File: src/rtl/lsu_pkg.sv
// lsu_pkg: shared access-size, completion-status and FSM-state encodings for the load/store unit.
package lsu_pkg;

    typedef enum logic [1:0] {
        SZ_BYTE = 2'b00,
        SZ_HALF = 2'b01,
        SZ_WORD = 2'b10,
        SZ_ILL  = 2'b11
    } lsu_size_e;

    typedef enum logic [1:0] {
        ERR_OK      = 2'b00,
        ERR_ALIGN   = 2'b01,
        ERR_TIMEOUT = 2'b10
    } lsu_err_e;

    typedef enum logic [1:0] {
        IDLE  = 2'b00,
        ISSUE = 2'b01,
        DONE  = 2'b10
    } lsu_state_e;

    // Illegal size counts as misaligned so both share the error-01 path.
    function automatic logic misaligned(input lsu_size_e size, input logic [1:0] a);
        return (size == SZ_ILL) || (size == SZ_HALF && a[0]) || (size == SZ_WORD && a != 2'b00);
    endfunction

endpackage

File: src/rtl/lsu_align.sv
// lsu_align: little-endian lane extraction with sign/zero extension, store lane replication and byte enables.
module lsu_align
    import lsu_pkg::*;
(
    input  lsu_size_e   size,
    input  logic [1:0]  addr_lo,
    input  logic        uns,
    input  logic [31:0] wdata,
    input  logic [31:0] mem_rdata,
    output logic [31:0] load_data,
    output logic [31:0] mem_wdata,
    output logic [3:0]  mem_be
);

    logic [31:0] sh;

    assign sh = mem_rdata >> {addr_lo, 3'b000};

    assign load_data = size == SZ_BYTE ? {{24{~uns & sh[7]}}, sh[7:0]} :
                       size == SZ_HALF ? {{16{~uns & sh[15]}}, sh[15:0]} : mem_rdata;

    assign mem_be = size == SZ_BYTE ? 4'b0001 << addr_lo :
                    size == SZ_HALF ? 4'b0011 << addr_lo :
                    size == SZ_WORD ? 4'b1111 : 4'b0000;

    assign mem_wdata = size == SZ_BYTE ? {4{wdata[7:0]}} :
                       size == SZ_HALF ? {2{wdata[15:0]}} : wdata;

endmodule

File: src/rtl/lsu_ctrl.sv
// lsu_ctrl: single-outstanding load/store controller (IDLE/ISSUE/DONE) with alignment checking.
// Define LSU_TIMEOUT_EN to abort an ISSUE that sees no ready within TIMEOUT cycles.
module lsu_ctrl
    import lsu_pkg::*;
#(
    parameter int TIMEOUT = 16
) (
    input  logic        SYS_clk,
    input  logic        SYS_reset,
    input  logic        LSU_req,
    input  logic        LSU_we,
    input  logic [1:0]  LSU_size,
    input  logic        LSU_unsigned,
    input  logic [31:0] LSU_addr,
    input  logic [31:0] LSU_wdata,
    output logic        LSU_busy,
    output logic        LSU_done,
    output logic [31:0] LSU_rdata,
    output logic [1:0]  LSU_error,
    output logic        LSU_mem_read,
    output logic        LSU_mem_write,
    output logic [31:0] LSU_mem_addr,
    output logic [31:0] LSU_mem_wdata,
    output logic [3:0]  LSU_mem_be,
    input  logic        LSU_mem_ready,
    input  logic [31:0] LSU_mem_rdata
);

    if (TIMEOUT < 2 || TIMEOUT > 255) begin : g_bad_timeout
        $error("lsu_ctrl: TIMEOUT must be in 2..255");
    end

    lsu_state_e  state_q, state_d;
    lsu_err_e    err_q, err_d;
    lsu_size_e   size_q;
    logic        we_q, uns_q, latch, issue;
    logic [31:0] addr_q, wdata_q, rdata_q, rdata_d;
    logic [31:0] load_data, al_wdata;
    logic [3:0]  al_be;
`ifdef LSU_TIMEOUT_EN
    logic [7:0]  cnt_q, cnt_d;
`endif

    lsu_align u_align (
        .size      (size_q),
        .addr_lo   (addr_q[1:0]),
        .uns       (uns_q),
        .wdata     (wdata_q),
        .mem_rdata (LSU_mem_rdata),
        .load_data (load_data),
        .mem_wdata (al_wdata),
        .mem_be    (al_be)
    );

    always_ff @(posedge SYS_clk or negedge SYS_reset) begin
        if (!SYS_reset) begin
            state_q <= IDLE;
            err_q   <= ERR_OK;
            rdata_q <= '0;
            we_q    <= 1'b0;
            uns_q   <= 1'b0;
            size_q  <= SZ_BYTE;
            addr_q  <= '0;
            wdata_q <= '0;
`ifdef LSU_TIMEOUT_EN
            cnt_q   <= '0;
`endif
        end else begin
            state_q <= state_d;
            err_q   <= err_d;
            rdata_q <= rdata_d;
`ifdef LSU_TIMEOUT_EN
            cnt_q   <= cnt_d;
`endif
            if (latch) begin
                we_q    <= LSU_we;
                uns_q   <= LSU_unsigned;
                size_q  <= lsu_size_e'(LSU_size);
                addr_q  <= LSU_addr;
                wdata_q <= LSU_wdata;
            end
        end
    end

    always_comb begin
        state_d = state_q;
        err_d   = err_q;
        rdata_d = rdata_q;
        latch   = 1'b0;
`ifdef LSU_TIMEOUT_EN
        cnt_d   = cnt_q;
`endif
        case (state_q)
            IDLE: if (LSU_req) begin
                rdata_d = '0;
                if (misaligned(lsu_size_e'(LSU_size), LSU_addr[1:0])) begin
                    state_d = DONE;
                    err_d   = ERR_ALIGN;
                end else begin
                    state_d = ISSUE;
                    err_d   = ERR_OK;
                    latch   = 1'b1;
`ifdef LSU_TIMEOUT_EN
                    cnt_d   = '0;
`endif
                end
            end
            ISSUE: if (LSU_mem_ready) begin
                state_d = DONE;
                err_d   = ERR_OK;
                rdata_d = we_q ? '0 : load_data;
            end
`ifdef LSU_TIMEOUT_EN
            else if (cnt_q == 8'(TIMEOUT - 1)) begin
                state_d = DONE;
                err_d   = ERR_TIMEOUT;
                rdata_d = '0;
            end else begin
                cnt_d = cnt_q + 8'd1;
            end
`endif
            default: state_d = IDLE;
        endcase
    end

    // Every output is derived from reset-cleared state, so reset zeroes them immediately.
    assign issue         = state_q == ISSUE;
    assign LSU_busy      = state_q != IDLE;
    assign LSU_done      = state_q == DONE;
    assign LSU_rdata     = LSU_done ? rdata_q : '0;
    assign LSU_error     = LSU_done ? err_q : ERR_OK;
    assign LSU_mem_read  = issue & ~we_q;
    assign LSU_mem_write = issue & we_q;
    assign LSU_mem_addr  = issue ? {addr_q[31:2], 2'b00} : '0;
    assign LSU_mem_wdata = LSU_mem_write ? al_wdata : '0;
    assign LSU_mem_be    = LSU_mem_write ? al_be : '0;

endmodule

File: config.mk
export PLATFORM = sky130hd
export DESIGN_NAME = lsu_ctrl
export DESIGN_NICKNAME = d
export VERILOG_FILES = /design/src/rtl/lsu_pkg.sv /design/src/rtl/lsu_align.sv /design/src/rtl/lsu_ctrl.sv
export SDC_FILE = /design/constraint.sdc
export NUM_CORES = 1
export LEC_CHECK = 0
export ABC_AREA = 1
export ABC_CLOCK_PERIOD_IN_PS = 4650
export CAP_MARGIN = 20
export CORE_UTILIZATION = 51
export CTS_BUF_LIST = sky130_fd_sc_hd__clkbuf_2
export CTS_CLUSTER_SIZE = 25
export DETAILED_ROUTE_END_ITERATION = 12
export GPL_TIMING_DRIVEN = 0
export PLACE_DENSITY = 0.95
export SYNTH_ARGS = -nofsm -noshare
export SYNTH_HDL_FRONTEND = slang
export SYNTH_SLANG_ARGS = --single-unit
File: constraint.sdc
create_clock -name SYS_clk -period 4.65 [get_ports SYS_clk]
set_clock_uncertainty 0.2 [all_clocks]
set_input_delay 1.395 -clock SYS_clk [delete_from_list [all_inputs] [get_ports SYS_clk]]
set_output_delay 1.395 -clock SYS_clk [all_outputs]
set_load 0.01 [all_outputs]
---- After elaboration in Yosys (flattened, before gate mapping) ----
Index checks and enable logic that the tools add are counted.
storage, ports and cells
  flip-flop bits (word level) ............. 104
  output and inout port bits .............. 106
cells by class
  equality and inequality tests ........... 9
  shift operators ......................... 3
  multiplexer cells ....................... 27
  bitwise operators ....................... 6
  reductions and logical operators ........ 11
operators by type and width
  kind                                                                number
  32-bit two-way mux                                                  10
  32-bit one-hot mux with 2 select lines                              1
  32-bit by 5-bit right shift with 16-bit output                      1
  4-bit two-way mux                                                   4
  2-bit two-way mux                                                   6
  2-bit == test (second input constant)                               4
  2-bit one-hot mux with 2 select lines                               2
  2-bit by 1-bit == test with 1-bit output (second input constant)    3
  2-bit nonzero test                                                  3
  1-bit AND                                                           4
  2-bit zero test                                                     2
  1-bit two-way mux                                                   4
  2-bit != test (second input constant)                               2
  1-bit by 2-bit left shift with 4-bit output (first input constant)  1
  2-bit by 2-bit left shift with 4-bit output (first input constant)  1
  3-bit AND reduction                                                 1
  1-bit logical AND                                                   2
  1-bit logical OR                                                    2
  1-bit inverter                                                      2
  2-bit AND reduction                                                 1

---- Depth between registers and ports, before layout ----
Gate-level depths: netlist of run 1.
  depth in word-level cells ............... 7
  gate-level depth with buffers ........... 11

---- Modules after synthesis ----
A second synthesis of run 1 with hierarchy kept.
second synthesis, totals
  cell total of the unflattened synthesis .. 1046
  area, all modules ....................... 6605.1 µm²
by module, submodules not included
  module     instances  cells each  area each (µm²)
  lsu_ctrl   1          744         5208.7
  lsu_align  1          302         1396.3

---- Worst setup path after synthesis of run 1 ----
OpenSTA, ideal clock, no wires.
  kind .................................... register to output
  start point ............................. register addr_q[0]
  end point ............................... output port LSU_mem_be[0]
  arrival ................................. 1.516 ns
  data required time ...................... 3.055 ns
  slack ................................... 1.539 ns
  cell stages (with the launch flop) ...... 7
  cell sequence ........................... dfrtp_1 -> buf_2 -> inv_2 -> clkbuf_1 -> ha_1 -> nor2_1 -> a211oi_1
on the way
  cells in the longest elaborated chain, start to end .. 4
  elaborated cells between the ends (all ways) .. 5
  classes of those cells .................. shift: 2; mux: 3
ends and longest elaborated chain
  item                                         RTL line         text
  from (decl)                                  lsu_ctrl.sv:37   logic [31:0] addr_q, wdata_q, rdata_q, rdata_d;
  from (signal assigned)                       lsu_ctrl.sv:79   addr_q <= LSU_addr;
  2-bit by 2-bit left shift with 4-bit output  lsu_align.sv:23  size == SZ_HALF ? 4'b0011 << addr_lo :
  4-bit two-way mux                            lsu_align.sv:23
  4-bit two-way mux (*)                        lsu_align.sv:22  assign mem_be = size == SZ_BYTE ? 4'b0001 << addr_lo :
  4-bit two-way mux (*)                        lsu_ctrl.sv:136  assign LSU_mem_be = LSU_mem_write ? al_be : '0;
  to (decl)                                    lsu_ctrl.sv:24   output logic [3:0] LSU_mem_be,
Mark *: on every way between the ends. The rest lies on a longest branch, timed or not.

---- Worst setup path in the final report of run 1 ----
Same ends and word-level chain as after synthesis.

==> impl_metrics.py, run 1 <==
metrics = {
    "synth": {
        "yosysTopAreaCell": "dfrtp_1",
        "avgSynthCellArea_um2": 7.10,
        "netlist_area_mm2": 0.00592,
        "synth_top_cell_area_share": 0.435,
        "synth_fa_ha_area_frac": 0.00845,
        "synth_compound_area_frac": 0.147,
        "ys_ff_latch": 103,
        "yosys.area_share.simple": 0.290,
        "synthMuxAreaShare": 0,
        "syn_inst": 834,
        "synth_warnings": 0,
        "synth_cell_types": 29,
        "ys_seq_area_frac": 0.435,
        "synth_top_family_by_area": "simple AND/OR/NAND/NOR gates",
        "synthTopCellsByArea": "dfrtp_1 44%, nand2_1 13%, nor2_1 10%, inv_1 6.5%, a21oi_2 4.4%",
        "synthXorXnorAreaFrac": 0,
    },
    "hold_path": {
        "hold_path_startpoint": "wdata_q[25]",
        "hold_path.class": "register to register",
        "min_to": "wdata_q[25]",
        "min_path_cells": 2,
    },
    "final_layout": {
        "final_cells": 1198,
        "n_antenna_cell": 0,
        "nets": 1161,
        "syn_to_final_growth_pct": 40.2,
        "final_area_mm2": 0.00830,
        "drive_above_1_share": 0.0907,
    },
    "placement": {
        "placed_cell_area_mm2": 0.00819,
        "dp.cells": 1183,
        "io_buffers": 206,
        "dp_hpwl_um": 14500,
        "gp_congestion": 0.937,
    },
    "clock_network": {
        "htree_levels": 3,
        "clkTransAtPathRegs_ps": 280,
        "post_cts_buffers": 0,
        "worstSkewPairLatency_ps": 590,
        "numCtsBuffers": 9,
        "clockBufferDepth": 2,
        "clkSinkCount": 103,
        "cts_tree": "done",
        "cts-root-buf": "clkbuf_2",
    },
    "global_route": {
        "overflow": 0,
        "met2_usage": 0.536,
        "busiest_layer": "met2",
        "first_global_vias": 6109,
        "use_met3": 0.0676,
        "antenna_found_initial": 0,
        "grt_pass1_wl_um": 29600,
        "use_met1": 0.406,
        "grt_max_degree": 62,
        "grt_usage": 0.325,
    },
    "timing": {
        "setup_violations": 0,
        "period_share": 0.949,
        "tns_ps": 0,
        "hold_viol_final": 0,
        "worst_slew_pin_slew_ps": 637,
        "fmax_mhz": 227,
        "maxSlewHeadroom": 0.574,
        "rsz0062_at_grt": "false",
        "drv_slew": 0,
        "layout_min_cycle_time_ps": 4410,
    },
    "floorplanning": {
        "design.core.area_mm2": 0.0111,
        "rows": 38,
        "chipWidth_um": 110,
        "die_area_mm2": 0.0120,
        "die_h_um": 110,
        "initial_utilization": 0.534,
        "io_pins": 210,
    },
    "flow_run": {
        "cap_violations": 0,
    },
    "detailed_routing": {
        "drt_wl_total_um": 18800,
        "dr.pass1.iters": 5,
        "ant_nets": 0,
        "first_iter_violations": 396,
        "vias": 6335,
        "via_per_inst": 5.29,
        "drc_errors": 0,
        "routedWlPerCell_um": 15.7,
    },
    "power": {
        "p_leak_uw": 0.00399,
        "ir_worst_vdd_uv": 262,
        "p_per_area_mw_per_mm2": 488,
    },
    "setup_path": {
        "r2r_end": "rdata_q[22]",
        "cp-end-kind": "primary output",
        "reg2reg_slack_ps": 2540,
        "start_kind": "register",
        "r2r_cells": 9,
        "worstPathArrival_ps": 2820,
        "r2r_start": "addr_q[0]",
        "critPathKind": "register to primary output",
        "path_max_fanout": 17,
        "worstPathRequired_ps": 3050,
    },
    "status": {
        "status": "finished, final reports clean",
    },
}
==> metrics by stage <==
stage	util	power [uW]	hold WS (ps)	setup WS (ps)
floorplan	-	2760	242	1540
global placement	0.737	3530	253	-1920
detailed placement	0.739	3610	263	599
CTS	0.749	4020	318	234
global route	0.749	4350	347	36.7
finish	0.749	4050	321	238
==> worst max-delay path: stages (launching register included) <==
cell             delay [ps]
dfrtp_1                 480
buf_2                   190
inv_2                   260
ha_1                    210
nor2_1                   50
a211oi_1                420
clkdlybuf4s50_1         630
==> logic make-up after synthesis <==
| family | Yosys count |
|---|---|
| and+or+nand+nor | 432 |
| AOI/OAI and AO/OA | 131 |
| other | 1 |
| adders and majority gates | 4 |
| DFF | 103 |
| buffers and inverters | 163 |
==> how the worst max path moves through the flow <==
stage                         start            end  slack (ps)  depth (start not counted)
after detailed placement  addr_q[0]  LSU_mem_be[0]         600                          7
after CTS                 addr_q[0]  LSU_mem_be[0]         230                          6
after floorplan           addr_q[0]  LSU_mem_be[0]        1540                          6
after global placement    SYS_reset    wdata_q[27]       -1920                          1
after global routing      addr_q[0]  LSU_mem_be[0]          40                          6
final                     addr_q[0]  LSU_mem_be[0]         240                          6
==> state kept, by name (all words and copies together) (netlist names) <==
signal   flops
size_q       2
we_q         1
rdata_q     32
err_q        1
state_q      2
wdata_q     32
addr_q      32
uns_q        1
==> power breakdown <==
| part | internal [uW] | switching, uW |
|---|---|---|
| clock network | 84.2 | 342 |
| registers | 1220 | 173 |
| logic | 858 | 1370 |
==> area by class of cell <==
cell class / instances / area (um2)
Clock inverter: 7 / 66.3
Fill cell: 844 / 2780
Clock buffer: 9 / 45.0
Buffer: 48 / 270
Timing Repair Buffer: 207 / 2090
Tap cell: 140 / 175
Multi-Input combinational cell: 570 / 2650
Inverter: 114 / 428
Sequential cell: 103 / 2580
==> synthesized netlist by cell type <==
master	number
ha_1	4
nand2_1	212
a21oi_2	30
o2111ai_1	2
o21ai_0	13
dfrtp_1	103
buf_6	6
o21bai_1	16
nor2_1	163
nand2_2	3
o31ai_4	1
nor2_2	3
o21ai_2	1
buf_2	15
nand4_1	2
o22ai_1	8
clkbuf_1	16
o211ai_1	9
buf_1	5
nor2_4	2
clkinv_1	1
o21ai_1	9
inv_1	103
nand3_1	47
a211oi_1	1
inv_2	10
conb_1	1
a21oi_1	41
buf_4	7
==> per-layer routing <==
metal | vias up | wire length, um
li1 | 3005 | -
met1 | 2921 | 7460
met2 | 350 | 8890
met3 | 59 | 1860
met4 | 0 | 636
met5 | - | 0
==> cell usage in the layout (no fill, tap or decap), types with 2 or more instances in the layout <==
master	netlist	routed
inv_1	103	103
o2111ai_1	2	2
a21oi_1	41	41
conb_1	1	3
o211ai_1	9	9
o21ai_0	13	13
nor2_2	3	3
buf_4	7	8
clkbuf_1	16	15
nor2_4	2	2
buf_6	6	6
a21oi_2	30	30
buf_2	15	15
o22ai_1	8	8
buf_1	5	5
clkbuf_2	0	9
o21ai_1	9	9
inv_6	0	2
nand3_1	47	47
ha_1	4	4
nand2_2	3	3
o21bai_1	16	16
nor2_1	163	163
clkdlybuf4s50_1	0	205
nand4_1	2	2
nand2_1	212	212
dfrtp_1	103	103
inv_2	10	10
==> what timing repair did <==
action                                 CTS  global route
gates resized for setup                  0             0
hold buffers                             0             0
endpoints found under the hold margin    0             0
setup endpoints to repair                1             0
No activity file was read; power rests on OpenSTA's default activity.
==> run 2, diff against run 1 <==
- CORE_UTILIZATION: 51 -> 60
- DONT_BUFFER_PORTS: unset -> 1
- PLACE_DENSITY: 0.95 -> 0.84
==> run 2 against run 1 <==
Die area shrank 15%; cell count down 18%; via count fell by 13%; worst hold slack worse by 150 ps; critical path depth is the same; total power shrank 9.7%; largest cell class unchanged.
==> impl_metrics.py, run 2 (same netlist as run 1, synthesis figures left out) <==
metrics = {
    "floorplanning": {
        "die_h_um": 101,
        "io_pins": 210,
        "rows": 35,
        "initial_utilization": 0.629,
        "design.core.area_mm2": 0.00942,
        "die_area_mm2": 0.0103,
        "chipWidth_um": 101,
    },
    "power": {
        "p_leak_uw": 0.00323,
        "p_comb_frac": 0.501,
        "power_switching_uw": 1800,
        "p_int_uw": 1860,
        "clkPwrFrac": 0.118,
        "power_frac_seq": 0.381,
        "totalPowerFinal_uw": 3660,
        "ir_worst_vdd_uv": 301,
        "switching_share": 0.492,
        "p_per_area_mw_per_mm2": 590,
    },
    "global_route": {
        "first_global_vias": 5356,
        "overflow": 0,
        "grt_pass1_wl_um": 26500,
        "grt_max_degree": 104,
        "grt_usage": 0.340,
        "antenna_found_initial": 1,
    },
    "timing": {
        "period_share": 0.938,
        "rsz0062_at_grt": "false",
        "fmax_mhz": 229,
        "drv_slew": 0,
        "maxSlewHeadroom": 0.550,
        "setup_violations": 0,
        "layout_min_cycle_time_ps": 4360,
        "holdWs_ps": 171,
        "hold_viol_final": 0,
        "tns_ps": 0,
        "worst_slew_pin_slew_ps": 672,
    },
    "setup_path": {
        "worstPathRequired_ps": 3050,
        "cp_cell_sequence": "buf_2 > inv_2 > clkbuf_1 > ha_1 > nor2_1 > a211oi_1",
        "r2r_cells": 5,
        "r2r_end": "rdata_q[18]",
        "cp-end-kind": "primary output",
        "cp_top_family": "buffers and inverters",
        "crit_start": "addr_q[0]",
        "start_kind": "register",
        "r2r_start": "state_q[0]",
        "path_buf_inv": 3,
        "worst_path_max_delay_cell": "a211oi_1",
        "path_max_fanout": 11,
        "worstPathArrival_ps": 2760,
        "critPathMaxStageDelay_ps": 600,
        "reg2reg_slack_ps": 2610,
        "critPathKind": "register to primary output",
    },
    "clock_network": {
        "numCtsBuffers": 9,
        "worstSkewPairLatency_ps": 640,
        "clkSinkCount": 103,
        "cts-root-buf": "clkbuf_2",
        "holdBufCountCts": 0,
        "clkTransAtPathRegs_ps": 340,
        "htree_levels": 3,
        "cts_tree": "done",
        "cts_resized": 0,
        "post_cts_buffers": 0,
        "clockBufferDepth": 2,
    },
    "final_layout": {
        "final_area_mm2": 0.00620,
        "reg_top3": "addr_q: 32 flops, rdata_q: 32 flops, wdata_q: 32 flops",
        "fillers": 872,
        "final_cell_mix": "212 x nand2_1, 163 x nor2_1, 103 x inv_1, 103 x dfrtp_1, 47 x nand3_1",
        "nets": 955,
        "final_common_cell": "nand2_1",
        "final_cells": 982,
        "syn_to_final_growth_pct": 4.78,
        "drive_above_1_share": 0.110,
    },
    "detailed_routing": {
        "dr.pass1.iters": 5,
        "routedWlPerCell_um": 17.3,
        "vias": 5503,
        "ant_nets": 0,
        "drc_errors": 0,
        "drt_wl_total_um": 17000,
        "via_per_inst": 5.60,
        "first_iter_violations": 349,
    },
    "placement": {
        "dp.cells": 965,
        "dp_hpwl_um": 12800,
        "gp_congestion": 0.943,
        "placed_cell_area_mm2": 0.00609,
        "io_buffers": 0,
    },
    "status": {
        "status": "finished, final reports clean",
    },
    "flow_run": {
        "cap_violations": 0,
    },
    "hold_path": {
        "hold_path.class": "input port to asynchronous set/reset pin",
    },
}
[run 2: worst max-delay path by stage]
stage	cells after the start	to	slack, ps
6_report	6	LSU_mem_be[0]	290
5_1_grt	6	LSU_mem_be[0]	190
3_3_place_gp	6	LSU_mem_be[0]	1050
4_1_cts	6	LSU_mem_be[0]	330
2_1_floorplan	6	LSU_mem_be[0]	1540
3_5_place_dp	6	LSU_mem_be[0]	1010
[run 2: area by class of cell]
| type | count | area (um2) | share of cell area |
|---|---|---|---|
| diodes | 1 | 2.50 | 0.000403 |
| clock buffers | 10 | 50.0 | 0.00807 |
| multi-input cells | 570 | 2650 | 0.427 |
| well taps | 129 | 161 | 0.0260 |
| inverters | 114 | 428 | 0.0690 |
| flip-flops and latches | 103 | 2580 | 0.416 |
| clock inverters | 6 | 61.3 | 0.00989 |
| plain buffers | 49 | 274 | 0.0442 |
[run 2: per-layer routing]
| layer | vias to the layer above | GRT usage | share of wire |
|---|---|---|---|
| li1 | 2598 | - | - |
| met1 | 2586 | 0.412 | 0.40 |
| met2 | 275 | 0.570 | 0.47 |
| met3 | 44 | 0.0918 | 0.10 |
| met4 | 0 | 0.151 | 0.029 |
| met5 | - | 0 | 0 |
[run 2: power groups by stage]
stage                     registers (uW)  clock network (uW)  logic, uW
after floorplan                     1360                   0       1400
final                               1390                 432       1830
after global placement              1400                   0       1740
after CTS                           1390                 429       1810
after detailed placement            1410                   0       1800
after global routing                1430                 463       2050
[run 2: metrics by stage]
| step | worst slack, ps | util |
|---|---|---|
| floorplan | 1540 | - |
| global placement | 1050 | 0.647 |
| detailed placement | 1010 | 0.647 |
| CTS | 327 | 0.658 |
| global route | 192 | 0.659 |
| finish | 291 | 0.659 |
